[src/rtl/rand_tile_pkg.sv]
// Shared state encoding, grid geometry and payload types for the random tile consumer.
package rand_tile_pkg;

  localparam logic [1:0] IDLE    = 2'd0;
  localparam logic [1:0] PRESENT = 2'd1;
  localparam logic [1:0] HOLD    = 2'd2;

  typedef enum logic [1:0] {
    ST_IDLE    = IDLE,
    ST_PRESENT = PRESENT,
    ST_HOLD    = HOLD
  } tile_state_t;

  localparam int unsigned GRID_DIM = 4;
  localparam int unsigned COORD_W  = $clog2(GRID_DIM);
  localparam int unsigned RAND_W   = 2 * COORD_W;
  localparam int unsigned COLOR_W  = 3;
  localparam int unsigned NANOS_W  = 28;
  localparam int unsigned HOLD_W   = 8;

  // A random value split into grid coordinates: row in the upper bits, column in the lower.
  typedef struct packed {
    logic [COORD_W-1:0] y;
    logic [COORD_W-1:0] x;
  } tile_pos_t;

endpackage

[src/rtl/rand_tile_fifo.sv]
// Synchronous show-ahead FIFO: dout presents the head entry whenever the FIFO is non-empty.
module rand_tile_fifo #(
  parameter int unsigned DEPTH = 4,
  parameter int unsigned WIDTH = 4
) (
  input  logic                     CLK,
  input  logic                     reset,
  input  logic                     push,
  input  logic                     pop,
  input  logic [WIDTH-1:0]         din,
  output logic [WIDTH-1:0]         dout,
  output logic [$clog2(DEPTH):0]   count,
  output logic                     full,
  output logic                     empty
);

  localparam int unsigned PTR_W = $clog2(DEPTH);
  localparam int unsigned CNT_W = PTR_W + 1;

  logic [WIDTH-1:0] mem [DEPTH];
  logic [PTR_W-1:0] wr_ptr;
  logic [PTR_W-1:0] rd_ptr;
  logic             do_push;
  logic             do_pop;

  assign full    = (count == CNT_W'(DEPTH));
  assign empty   = (count == '0);
  assign do_pop  = pop & ~empty;
  // A pop in the same cycle frees the slot, so a full FIFO still takes the push.
  assign do_push = push & (~full | do_pop);
  assign dout    = mem[rd_ptr];

  always_ff @(posedge CLK) begin
    if (do_push) mem[wr_ptr] <= din;
  end

  always_ff @(posedge CLK) begin
    if (reset) begin
      wr_ptr <= '0;
      rd_ptr <= '0;
      count  <= '0;
    end else begin
      if (do_push) wr_ptr <= wr_ptr + 1'b1;
      if (do_pop)  rd_ptr <= rd_ptr + 1'b1;
      case ({do_push, do_pop})
        2'b10:   count <= count + 1'b1;
        2'b01:   count <= count - 1'b1;
        default: count <= count;
      endcase
    end
  end

endmodule

[src/rtl/rand_tile_consumer.sv]
// Samples the random generator once per period, queues the values and presents each as a held grid tile.
// Build macro RAND_TILE_DEDUP_EN drops samples equal to the last pushed value.
module rand_tile_consumer
  import rand_tile_pkg::*;
#(
  parameter int unsigned SAMPLE_OFFSET = 2,
  parameter int unsigned FIFO_DEPTH    = 4,
  parameter int unsigned HOLD_FRAMES   = 30
) (
  input  logic                CLK,
  input  logic                reset,
  input  logic [RAND_W-1:0]   rand_in,
  input  logic [NANOS_W-1:0]  nanos_in,
  input  logic                frame_tick,
  input  logic                tile_ready,
  output logic                tile_valid,
  output logic [COORD_W-1:0]  tile_x,
  output logic [COORD_W-1:0]  tile_y,
  output logic [COLOR_W-1:0]  tile_color,
  output logic                tile_active,
  output logic [4:0]          fifo_count,
  output logic                overflow
);

  localparam int unsigned CNT_W = $clog2(FIFO_DEPTH) + 1;

  tile_state_t         state_q;
  tile_state_t         state_next;
  logic [RAND_W-1:0]   sample_q;
  logic                sample_pend_q;
  logic                push_req_c;
  logic                push_ok_c;
  logic                pop_c;
  logic [RAND_W-1:0]   fifo_head;
  logic [CNT_W-1:0]    fifo_cnt;
  logic                fifo_full;
  logic                fifo_empty;
  logic [HOLD_W-1:0]   hold_q;
  logic [HOLD_W-1:0]   hold_next;
  logic [COLOR_W-1:0]  color_q;
  logic [COLOR_W-1:0]  color_next;
  tile_pos_t           head_pos;

  assign head_pos   = tile_pos_t'(fifo_head);
  assign fifo_count = 5'(fifo_cnt);
  assign push_ok_c  = ~fifo_full | pop_c;

  // Strobe: register the value in the cycle the period counter hits the offset; push it the next cycle.
  always_ff @(posedge CLK) begin
    if (reset) begin
      sample_pend_q <= 1'b0;
      sample_q      <= '0;
    end else begin
      sample_pend_q <= (nanos_in == NANOS_W'(SAMPLE_OFFSET));
      if (nanos_in == NANOS_W'(SAMPLE_OFFSET)) sample_q <= rand_in;
    end
  end

`ifdef RAND_TILE_DEDUP_EN
  logic [RAND_W-1:0] last_q;

  assign push_req_c = sample_pend_q & (sample_q != last_q);

  always_ff @(posedge CLK) begin
    if (reset)                       last_q <= 4'hF;
    else if (push_req_c & push_ok_c) last_q <= sample_q;
  end
`else
  assign push_req_c = sample_pend_q;
`endif

  rand_tile_fifo #(
    .DEPTH (FIFO_DEPTH),
    .WIDTH (RAND_W)
  ) u_fifo (
    .CLK   (CLK),
    .reset (reset),
    .push  (push_req_c),
    .pop   (pop_c),
    .din   (sample_q),
    .dout  (fifo_head),
    .count (fifo_cnt),
    .full  (fifo_full),
    .empty (fifo_empty)
  );

  always_ff @(posedge CLK) begin
    if (reset) begin
      state_q <= ST_IDLE;
      hold_q  <= '0;
      color_q <= '0;
    end else begin
      state_q <= state_next;
      hold_q  <= hold_next;
      color_q <= color_next;
    end
  end

  // A frame_tick during acceptance is ignored because the hold count only runs in HOLD.
  always_comb begin
    state_next = state_q;
    hold_next  = hold_q;
    color_next = color_q;
    pop_c      = 1'b0;
    case (state_q)
      ST_IDLE: begin
        if (!fifo_empty) state_next = ST_PRESENT;
      end
      ST_PRESENT: begin
        if (tile_ready) begin
          pop_c      = 1'b1;
          color_next = color_q + 1'b1;
          hold_next  = HOLD_W'(HOLD_FRAMES);
          state_next = ST_HOLD;
        end
      end
      ST_HOLD: begin
        if (frame_tick) begin
          hold_next = hold_q - 1'b1;
          if (hold_q == HOLD_W'(1)) state_next = fifo_empty ? ST_IDLE : ST_PRESENT;
        end
      end
      default: state_next = ST_IDLE;
    endcase
  end

  // Tile fields are captured from the FIFO head on entry to PRESENT and held until the next entry.
  always_ff @(posedge CLK) begin
    if (reset) begin
      tile_valid  <= 1'b0;
      tile_active <= 1'b0;
      tile_x      <= '0;
      tile_y      <= '0;
      tile_color  <= '0;
      overflow    <= 1'b0;
    end else begin
      tile_valid  <= (state_next == ST_PRESENT);
      tile_active <= (state_next == ST_HOLD);
      if (state_next == ST_PRESENT && state_q != ST_PRESENT) begin
        tile_x     <= head_pos.x;
        tile_y     <= head_pos.y;
        tile_color <= color_next;
      end
      if (push_req_c && !push_ok_c) overflow <= 1'b1;
    end
  end

endmodule
[config.mk]
export PLATFORM = sky130hd
export DESIGN_NAME = rand_tile_consumer
export DESIGN_NICKNAME = d
export VERILOG_FILES = /design/src/rtl/rand_tile_pkg.sv /design/src/rtl/rand_tile_fifo.sv /design/src/rtl/rand_tile_consumer.sv
export SDC_FILE = /design/constraint.sdc
export NUM_CORES = 1
export LEC_CHECK = 0
export ABC_AREA = 1
export CAP_MARGIN = 20
export CORE_UTILIZATION = 40
export CTS_CLUSTER_SIZE = 16
export DETAILED_ROUTE_END_ITERATION = 16
export PLACE_DENSITY_LB_ADDON = 0.3
export SYNTH_ARGS = -nofsm -noshare
export SYNTH_HDL_FRONTEND = slang
export SYNTH_HIERARCHICAL = 1
export SYNTH_SLANG_ARGS = --single-unit
[constraint.sdc]
create_clock -name CLK -period 3.45 [get_ports CLK]
set_input_delay 0.5175 -clock CLK [delete_from_list [all_inputs] [get_ports CLK]]
set_output_delay 0.5175 -clock CLK [all_outputs]
set_load 0.02 [all_outputs]
# Word level (Yosys, flattened, before mapping)
# Memories as Yosys holds them, arrays and structs flattened. A register that Yosys moved wholly into a read port is not among the register bits.
# Cells that the tools add are included.
# word_totals
inputBits	36
n_memories	1
ff_bits	31
out_inout_bits	15
mem_bits_rw	16
word_cells	61
# memory_table
memory	depth	width	rd	rd_clocked_by_memory_dff	write_ports	line	source
u_fifo.mem	4	4	1	1	1	rand_tile_fifo.sv:20	logic [WIDTH-1:0] mem [DEPTH];
# classes
add_sub_neg	6
eq_ne	12
n_bitwise	6
n_mux	16
n_reduce_logical	8
# ops
cell	n
28-bit by 2-bit equality test with 1-bit output, second input constant	1
8-bit 2-to-1 mux	2
8-bit one-hot mux with 2 select lines	1
8-bit by 1-bit equality test with 1-bit output, second input constant	1
2-bit 2-to-1 mux	4
8-bit by 1-bit subtractor with 8-bit output, second input constant	1
3-bit by 1-bit adder with 3-bit output, second input constant	2
2-bit by 1-bit equality test with 1-bit output, second input constant	3
2-bit equality test, second input constant	3
3-bit 2-to-1 mux	2
2-bit one-hot mux with 3 select lines	1
3-bit one-hot mux with 2 select lines	1
1-bit 2-to-1 mux	5
2-bit by 1-bit adder with 2-bit output, second input constant	2
2-bit != test, second input constant	2
2-bit nonzero test	2
3-bit equality test, second input constant	1
3-bit logical NOT	1
3-bit AND reduction	1
3-bit by 1-bit subtractor with 3-bit output, second input constant	1
1-bit bitwise AND	2
1-bit logical AND	2
2-bit logical NOT	1
2-bit by 1-bit != test with 1-bit output, second input constant	1
3 further kinds	5

# Depth between registers and ports, before layout
# Gate-level depths: netlist of run 1.
# depth
depth_word	7
ltp_mapped	11
ltp_nobuf	10

# Modules after synthesis
# The synthesis of run 1 kept the hierarchy.
# by_module_without_submodules
mod	area_each_um2	seq_area_each_um2	cells_each	n_inst
rand_tile_consumer	1544.0	560.5	243	1
rand_tile_fifo	1082.3	660.6	103	1

# Worst setup path before layout of run 1
# No wires, ideal clock.
# synth_path
path_type	input port to flip-flop
from	input port tile_ready
to	register u_fifo.count[2]
arrival_time_ns	1.709
path_buffers	1
setup_slack_ns	1.626
stages	9
cell_sequence	nand3_2 > buf_6 > clkinv_2 > nand3_1 > fa_1 > inv_1 > nand4_1 > a21oi_1 > nor2_1
# synth_via
elab_chain_len	7
elab_cells_between_ends	9
cone_classes	2 x eq/ne; 3 x mux; 3 x bitwise; 1 x reduce/logical
# synth_lines
element	line	source
start: declaration	rand_tile_consumer.sv:15	input logic tile_ready,
1-bit 2-to-1 mux (*)	rand_tile_consumer.sv:110	if (tile_ready) begin
1-bit 2-to-1 mux (*)	rand_tile_consumer.sv:105	case (state_q)
net pop_c	rand_tile_consumer.sv:33	logic pop_c;
1-bit bitwise AND (*)	rand_tile_fifo.sv:28	assign do_pop = pop & ~empty;
1-bit bitwise OR	rand_tile_fifo.sv:30	assign do_push = push & (~full | do_pop);
1-bit bitwise AND	rand_tile_fifo.sv:30	
2-bit by 1-bit equality test with 1-bit output or 2-bit equality test (tied branches)	rand_tile_fifo.sv:45	case ({do_push, do_pop})
3-bit one-hot mux with 2 select lines or 2-bit nonzero test (tied branches)	--	
end signal: assignment	rand_tile_fifo.sv:46	2'b10: count <= count + 1'b1;
end signal: assignment	rand_tile_fifo.sv:47	2'b01: count <= count - 1'b1;
end signal: assignment	rand_tile_fifo.sv:48	default: count <= count;
end: declaration	rand_tile_fifo.sv:12	output logic [$clog2(DEPTH):0] count,
# The timed path passes the listed nets; every way through them passes the cells marked *.
# A chain may end at the register's enable or synchronous reset.

# Worst setup path after layout of run 1
# Same ends and word-level chain as after synthesis.

==> results of run 1 <==
[sequential cells by signal (all words and copies together), names as in the netlist, named ones only]
register	count
push_req_c	1
hold_q	8
overflow	1
tile_valid	1
tile_y	2
tile_x	2
u_fifo/count	3
color_q	3
u_fifo/wr_ptr	2
u_fifo/mem	16
state_q	2
u_fifo/rd_ptr	2
sample_q	4
tile_color	3
tile_active	1
[cells by family after synthesis]
family,share of synthesized area
buf+inv,0.109
compound gates,0.111
other cells,0.00143
simple gates,0.273
flops,0.465
fa+ha+maj,0.0410
[area by class of cell]
class / count / area (um^2)
fill: 624 / 3100
sequential: 53 / 1220
multi-input combinational: 226 / 1120
timing repair buffer: 48 / 480
inverter: 60 / 226
clock buffer: 7 / 97.6
tap: 77 / 96.3
clock inverter: 1 / 8.76
[layer usage]
metal  track usage  routed length [um]
met5             0                   0
met4        0.0455                  68
met3        0.0457                 254
met2         0.263                2290
met1         0.187                2360
[worst max path at each step]
| stage | end | slack, ps | depth (start not counted) |
|---|---|---|---|
| floorplan | u_fifo/count[2]$_SDFFE_PP0P_ | 1630 | 9 |
| global placement | u_fifo/count[2]$_SDFFE_PP0P_ | 950 | 9 |
| detailed placement | u_fifo/count[2]$_SDFFE_PP0P_ | 880 | 9 |
| CTS | u_fifo/count[2]$_SDFFE_PP0P_ | 1210 | 9 |
| global route | u_fifo/count[2]$_SDFFE_PP0P_ | 1020 | 9 |
| finish | u_fifo/count[2]$_SDFFE_PP0P_ | 1200 | 9 |
[placed cells by master, fill, tap and decap left out, types with 2 or more instances in the layout]
master	count
nor2_1	63
nand2_1	58
inv_1	56
clkdlybuf4s50_1	48
dfxtp_1	37
a21oi_1	23
nand3_1	17
edfxtp_1	16
o21ai_0	15
nand4_1	7
ha_1	7
nand3_2	5
nand2_2	5
o21ai_1	5
o22ai_1	5
clkbuf_8	5
nand3b_1	4
inv_2	3
nor3_1	2
a31oi_1	2
conb_1	2
[power breakdown]
group | internal, uW | switching, uW | leakage (uW) | total (uW)
logic | 42.4 | 26.5 | 0.000809 | 69.0
clock network | 189 | 203 | 0.0000536 | 392
registers | 637 | 0.00000239 | 0.000484 | 637
total | 868 | 229 | 0.00135 | 1100
[worst max-delay path, cell delays in order]
cell and delay, ps:
clkdlybuf4s50_1 530, nand3_2 220, clkinv_2 200, nand3_1 170
fa_1 410, inv_1 70, nand4_1 120, a21oi_1 150
nor2_1 50
[per-stage QoR]
stage | hold slack (ps) | std cells
final | 471 | 472
after CTS | 478 | 472
after global routing | 512 | 472
after global placement | 444 | 464
after detailed placement | 452 | 464
after floorplan | 436 | 347
==> flow_summary.json, run 1 <==
{
  "outcome": "finished clean",
  "tightest_slew_ps": 541,
  "cp-end-kind": "flip-flop",
  "htree_levels": 2,
  "synth_edf_count": 16,
  "overflow": 0,
  "final_area_um2": 3250,
  "post-route-min-period_ps": 2250,
  "synth.top_cell.area_share": 0.282,
  "timing.rr.start": "state_q[0]$_SDFF_PP0_",
  "fp.dieH_um": 83.0,
  "antenna_cells": 0,
  "cts_made_buffers": 5,
  "core_um2": 6350,
  "drtAntennaViolNets": 0,
  "die_x_um": 83.0,
  "ir_drop_mv": 0.164,
  "cellLeakagePower_uw": 0.00135,
  "finalHoldViolCount": 0,
  "final_net_count": 438,
  "startpoint": "tile_ready",
  "maxSlewViolCount": 0,
  "required_ps": 3670,
  "drc": 0,
  "place.gp.congestion": 0.792,
  "wl_per_cell_um": 10.5,
  "postCtsResizedCells": 0,
  "antenna_found_initial": 0,
  "fin_util": 0.513,
  "power_density_nw_per_um2": 337,
  "fmax_mhz": 445,
  "firstDrtPassIters": 4,
  "syn_area_per_cell_um2": 7.59,
  "place_ws_ps": 879,
  "worstPathArrival_ps": 2460,
  "fin_ws_ps": 1200,
  "worst_r2r_path_depth": 8,
  "cts_tree": "done",
  "ys_ff_latch": 53,
  "fin_setup_tns_ps": 0,
  "worstHoldPathCells": 2,
  "finalPower_uw": 1100,
  "finalWirelength_um": 4970,
  "cts-root-buf": "clkbuf_8",
  "hold_path.startpoint": "overflow$_SDFFE_PP0P_",
  "yosysTopAreaCell": "dfxtp_1",
  "r2r-end": "u_fifo/count[2]$_SDFFE_PP0P_",
  "ys_types": 30,
  "floorplan.initialDensity": 0.414,
  "avgViaCountPerCell": 4.75,
  "drive_gt1_frac": 0.0608,
  "crit_type": "in2reg",
  "dpl_cell_area_um2": 3150,
  "max-slew-margin-rel": 0.638,
  "startpoint_type": "input pin",
  "clk_latency_ps": 310,
  "drt_iter0_markers": 54,
  "rsz0062_at_grt": "false",
  "synth_ff_type": "dfxtp_1",
  "path_clk_slew_ps": 100,
  "reg2reg_slack_ps": 1460,
  "area_growth_pct": 23.9,
  "fp-row-count": 29,
  "ys_seq_area_frac": 0.465,
  "holdPathEnd": "overflow$_SDFFE_PP0P_",
  "cts_setup_buffers": 0,
  "yosys_warnings": 6,
  "grt_max_degree": 17,
  "die_area_um2": 6890,
  "timing.final.crit_share": 0.651,
  "async_reset_ff_frac": 0,
  "track_usage": 0.154,
  "finalSetupViolations": 0,
  "synth_common_cells": "63 x nor2_1, 58 x nand2_1, 56 x inv_1",
  "ios": 51,
  "synth.most_common_cell": "nor2_1",
  "maxCapViolations": 0,
  "synthTopCellsByArea": "dfxtp_1 28%, edfxtp_1 18%, nor2_1 9.0%",
  "port-buffer-count": 48,
  "clock_path_buffers": 2,
  "grt_pass1_wl_um": 8750,
  "fin_worst_skew_ps": 10.4,
  "hpwl_um": 3860,
  "hp-class": "reg2reg",
  "cts.sinks": 53,
  "first_global_vias": 2137,
  "netlist_area_um2": 2630,
  "syn_inst": 346,
  "cts_hold_buffers": 0,
  "routed-via-count": 2241,
  "critPathMaxFanout": 11
}
(Power assumes the default switching activity.)
==> run 2: changes to the inputs <==
==> constraint.sdc (replaced) <==
create_clock -name CLK -period 2 [get_ports CLK]
set_input_delay 0.3 -clock CLK [delete_from_list [all_inputs] [get_ports CLK]]
set_output_delay 0.3 -clock CLK [all_outputs]
set_load 0.02 [all_outputs]
==> run 2 against run 1 <==
First-iteration DRC count is 94% higher. Via count is 0.85% lower. Register-to-register slack worse by 1100 ps. Non-clock buffer count is 6 higher. Count of clock-buffer cells in the layout is 2 lower. Routed wire length is 1.4% higher. Critical path depth is 1 lower. Utilization is 1.1 points higher. Combinational power is 78% higher. Clock power is 110% higher. Design area is 2.2% higher. Die area stayed put.
==> flow_summary.json, run 2 (synthesis gave the netlist of run 1 again) <==
{
  "antenna_cells": 0,
  "drtAntennaViolNets": 0,
  "overflow": 0,
  "power_frac_comb": 0.060,
  "fillers": 619,
  "cp_top_family": "flip-flops",
  "ir_drop_mv": 0.407,
  "htree_levels": 2,
  "holdWs_ps": 473,
  "mostFrequentLayoutCells": "63 x nor2_1, 58 x nand2_1, 56 x inv_1",
  "cp-end-kind": "flip-flop",
  "largest_reg_flops": 16,
  "die_area_um2": 6890,
  "drc": 0,
  "power_frac_clock": 0.405,
  "power_density_nw_per_um2": 617,
  "required_ps": 2200,
  "startpoint_type": "flip-flop",
  "cts.sinks": 53,
  "clk_latency_ps": 300,
  "final_common_cell": "nor2_1",
  "cts_setup_buffers": 0,
  "reg2reg_slack_ps": 310,
  "place_ws_ps": -8.80,
  "cellLeakagePower_uw": 0.00139,
  "intPower_uw": 1670,
  "crit_type": "reg2reg",
  "worstHoldPathCells": 2,
  "final_net_count": 444,
  "wl_per_cell_um": 10.6,
  "outcome": "finished clean",
  "worstPathArrival_ps": 1890,
  "finalWirelength_um": 5040,
  "critPathMaxFanout": 6,
  "path_clk_slew_ps": 90,
  "holdPathEnd": "overflow$_SDFFE_PP0P_",
  "floorplan.initialDensity": 0.414,
  "worst_r2r_path_depth": 8,
  "cp_num_buf_inv": 2,
  "grt_max_degree": 17,
  "postCtsResizedCells": 0,
  "finalHoldViolCount": 0,
  "antenna_found_initial": 0,
  "place.gp.congestion": 0.824,
  "switchingPower_uw": 380,
  "fp.dieH_um": 83.0,
  "hpwl_um": 3930,
  "fin_worst_skew_ps": 8.66,
  "hold_path.startpoint": "overflow$_SDFFE_PP0P_",
  "cts-root-buf": "clkbuf_8",
  "maxCapViolations": 0,
  "area_growth_pct": 26.7,
  "drt_iter0_markers": 105,
  "timing.final.crit_share": 0.843,
  "first_global_vias": 2185,
  "clock_path_buffers": 2,
  "cp_slowest_stage_delay_ps": 460,
  "maxSlewViolCount": 0,
  "routed-via-count": 2222,
  "post-route-min-period_ps": 1690,
  "crit_chain": "nand3_2, clkinv_2, nand3_1, fa_1, inv_1, nand4_1, a21oi_1, nor2_1",
  "ios": 51,
  "cts_hold_buffers": 0,
  "drive_gt1_frac": 0.0773,
  "firstDrtPassIters": 4,
  "seqPwrFrac": 0.535,
  "regMostFlops": "u_fifo/mem",
  "cts_tree": "done",
  "die_x_um": 83.0,
  "hp-class": "reg2reg",
  "track_usage": 0.157,
  "rsz0062_at_grt": "false",
  "finalSetupViolations": 0,
  "fmax_mhz": 593,
  "r2r-end": "u_fifo/count[2]$_SDFFE_PP0P_",
  "timing.rr.start": "state_q[0]$_SDFF_PP0_",
  "p_sw_frac": 0.185,
  "slowest_stage": "dfxtp_1",
  "fin_ws_ps": 313,
  "grt_pass1_wl_um": 8990,
  "core_um2": 6350,
  "avgViaCountPerCell": 4.65,
  "port-buffer-count": 48,
  "fp-row-count": 29,
  "cts_made_buffers": 5,
  "reg_top3": "u_fifo/mem x16, hold_q x8, sample_q x4"
}
-- run 2: changes by cell type in the layout (fill, tap and decap cells not counted), sizes merged --
| cell | change |
|---|---|
| buf | +6 |
| bufinv | +2 |
| clkbuf | -2 |
-- run 2: worst max-delay path by stage --
stage / start / endpoint / slack, ps / cells past startpoint
detailed placement: tile_ready / u_fifo/count[2]$_SDFFE_PP0P_ / -9 / 9
CTS: state_q[0]$_SDFF_PP0_ / u_fifo/count[2]$_SDFFE_PP0P_ / 320 / 8
floorplan: state_q[0]$_SDFF_PP0_ / u_fifo/count[2]$_SDFFE_PP0P_ / 260 / 9
finish: state_q[0]$_SDFF_PP0_ / u_fifo/count[2]$_SDFFE_PP0P_ / 310 / 8
global placement: tile_ready / u_fifo/count[2]$_SDFFE_PP0P_ / 50 / 9
global route: state_q[0]$_SDFF_PP0_ / u_fifo/count[2]$_SDFFE_PP0P_ / 140 / 8
-- run 2: power by group through the flow --
stage,logic (uW),clock network (uW),registers (uW)
5_1_grt,138,888,1100
2_1_floorplan,43.9,0,1120
3_5_place_dp,124,0,1120
6_report,123,831,1100
4_1_cts,124,855,1100
3_3_place_gp,123,0,1120
-- run 2: cell type report --
class | count | area [um^2] | area share
sequential | 53 | 1220 | 0.367
clock inverter | 3 | 65.1 | 0.0196
clock buffer | 5 | 68.8 | 0.0207
inverter | 60 | 226 | 0.0681
timing repair buffer | 54 | 526 | 0.158
tap | 77 | 96.3 | 0.0290
multi-input combinational | 226 | 1120 | 0.338
-- run 2: routing by layer --
layer  track usage  part of all wire
met5             0                 0
met2         0.282              0.49
met3        0.0328             0.047
met1         0.188              0.45
met4        0.0486             0.013
-- run 2: per-stage QoR --
step | instances | cell area (um^2) | setup TNS [ps] | power (uW) | util
6_report | 478 | 3330 | 0 | 2050 | 0.524
3_5_place_dp | 470 | 3190 | -8.80 | 1250 | 0.503
3_3_place_gp | 470 | 3190 | 0 | 1250 | 0.503
5_1_grt | 478 | 3330 | 0 | 2120 | 0.524
4_1_cts | 478 | 3330 | 0 | 2080 | 0.524
2_1_floorplan | 347 | 2630 | 0 | 1170 | -
-- run 2: worst reg2reg max path: stages, from the launching register on --
cell and delay [ps]:
dfxtp_1 460, nand3_2 150, clkinv_2 70, nand3_1 100, fa_1 400, inv_1 60, nand4_1 110, a21oi_1 160
nor2_1 60
==> run 3: changes to the inputs <==
==> constraint.sdc (replaced) <==
create_clock -name CLK -period 1.7 [get_ports CLK]
set_input_delay 0.255 -clock CLK [delete_from_list [all_inputs] [get_ports CLK]]
set_output_delay 0.255 -clock CLK [all_outputs]
set_load 0.02 [all_outputs]
==> run 3 against run 2 <==
Utilization rose by 0.22 points. Sequential share of layout area fell by 0.076 points. Worst hold slack improved by 0.92 ps. First-iteration DRC count fell by 16%. Register-to-register slack got worse by 160 ps. Clock skew barely moved. Count of clock-buffer cells in the layout rose by 3. Die area did not move. Largest power group unchanged. Critical endpoint is now fifo_count[1].
==> flow_summary.json, run 3 (synthesis gave the netlist of run 1 again) <==
{
  "finalPower_uw": 2160,
  "area_growth_pct": 27.2,
  "hp-class": "reg2reg",
  "finalSetupViolations": 0,
  "cp_top_family": "buffers and inverters",
  "cts-root-buf": "clkbuf_8",
  "routed-via-count": 2308,
  "multi_input_area_um2": 1130,
  "holdPathEnd": "overflow$_SDFFE_PP0P_",
  "cp_num_buf_inv": 1,
  "worstHoldPathCells": 2,
  "port-buffer-count": 48,
  "wl_per_cell_um": 10.7,
  "largest_reg_flops": 16,
  "grt_pass1_wl_um": 9190,
  "firstDrtPassIters": 4,
  "avgViaCountPerCell": 4.76,
  "crit_cells": 1,
  "maxCapViolations": 0,
  "track_usage": 0.162,
  "final_common_cell": "nor2_1",
  "reg_top3": "u_fifo/mem x16, hold_q x8, sample_q x4",
  "required_ps": 1440,
  "post-route-min-period_ps": 1600,
  "power_density_nw_per_um2": 647,
  "antenna_found_initial": 0,
  "worstPathArrival_ps": 1350,
  "timing.rr.start": "state_q[1]$_SDFF_PP0_",
  "hold_path.startpoint": "overflow$_SDFFE_PP0P_",
  "slowest_stage": "clkdlybuf4s50_1",
  "critPathMaxFanout": 4,
  "hpwl_um": 4080,
  "outcome": "finished clean",
  "drive_gt1_frac": 0.0956,
  "finalNonFillerCells": 485,
  "register_area_um2": 1220,
  "timing.final.crit_share": 0.942,
  "overflow": 0,
  "fmax_mhz": 624,
  "regMostFlops": "u_fifo/mem",
  "fin_util": 0.526,
  "cts_tree": "done",
  "fp.dieH_um": 83.0,
  "fp-row-count": 29,
  "clk_latency_ps": 300,
  "final_net_count": 451,
  "fillers": 630,
  "reg2reg_slack_ps": 150,
  "rsz0062_at_grt": "false",
  "cts.sinks": 53,
  "fin_ws_ps": 98.0,
  "cellLeakagePower_uw": 0.00141,
  "htree_levels": 2,
  "place_ws_ps": -214,
  "cp-end-kind": "output port",
  "mostFrequentLayoutCells": "63 x nor2_1, 58 x nand2_1, 56 x inv_1",
  "ios": 51,
  "floorplan.initialDensity": 0.414,
  "grt_max_degree": 16,
  "finalHoldViolCount": 0,
  "cts_made_buffers": 5,
  "drc": 0,
  "path_clk_slew_ps": 90,
  "holdWs_ps": 474,
  "cts_setup_buffers": 0,
  "cp_slowest_stage_delay_ps": 640,
  "cts_hold_buffers": 0,
  "drt_iter0_markers": 88,
  "place.gp.congestion": 0.809,
  "core_um2": 6350,
  "drtAntennaViolNets": 0,
  "die_x_um": 83.0,
  "ir_drop_mv": 0.332,
  "crit_chain": "clkdlybuf4s50_1",
  "fin_worst_skew_ps": 8.51,
  "crit_type": "reg2out",
  "worst_r2r_path_depth": 7,
  "maxSlewViolCount": 0,
  "dpl.cell_count": 477,
  "clock_path_buffers": 2,
  "r2r-end": "u_fifo/count[1]$_SDFFE_PP0P_",
  "finalWirelength_um": 5170,
  "antenna_cells": 0,
  "startpoint_type": "flip-flop",
  "first_global_vias": 2158,
  "die_area_um2": 6890
}
run 3: final cells by class:
type / instances / share of cell area
Sequential cell: 53 / 0.366
Tap cell: 77 / 0.0288
Inverter: 60 / 0.0678
Multi-Input combinational cell: 226 / 0.337
Clock buffer: 8 / 0.0270
Timing Repair Buffer: 61 / 0.173
run 3: what timing repair did:
| item | 4_1_cts | 5_1_grt |
|---|---|---|
| setup endpoints to repair | 0 | 1 |
| hold endpoints to repair | 0 | 0 |
| resized for setup | 0 | 3 |
run 3: how the worst max path moves through the flow:
stage,endpoint,from,slack (ps)
floorplan,u_fifo/count[2]$_SDFFE_PP0P_,state_q[1]$_SDFF_PP0_,3
global placement,u_fifo/count[2]$_SDFFE_PP0P_,tile_ready,-190
detailed placement,u_fifo/count[2]$_SDFFE_PP0P_,tile_ready,-210
CTS,fifo_count[1],u_fifo/count[1]$_SDFFE_PP0P_,90
global route,u_fifo/count[2]$_SDFFE_PP0P_,tile_ready,1
finish,fifo_count[1],u_fifo/count[1]$_SDFFE_PP0P_,100
run 3: power breakdown:
group / leakage, uW / total (uW) / switching, uW / internal, uW
Sequential: 0.000485 / 1290 / 0.00000489 / 1290
Clock: 0.0000455 / 723 / 390 / 333
Combinational: 0.000876 / 145 / 54.8 / 90.6
run 3: per-layer routing:
metal | vias up | GRT usage | wire length, um | share of wire
li1 | 1220 | - | - | -
met1 | 1026 | 0.195 | 2330 | 0.45
met2 | 55 | 0.285 | 2520 | 0.49
met3 | 7 | 0.0388 | 243 | 0.047
met4 | 0 | 0.0486 | 68 | 0.013
met5 | - | 0 | 0 | 0
run 3: through the flow:
stage,instance area (um^2),TNS (ps)
6_report,3340,0
5_1_grt,3340,0
4_1_cts,3340,0
3_5_place_dp,3250,-1020
3_3_place_gp,3250,-781
2_1_floorplan,2630,0
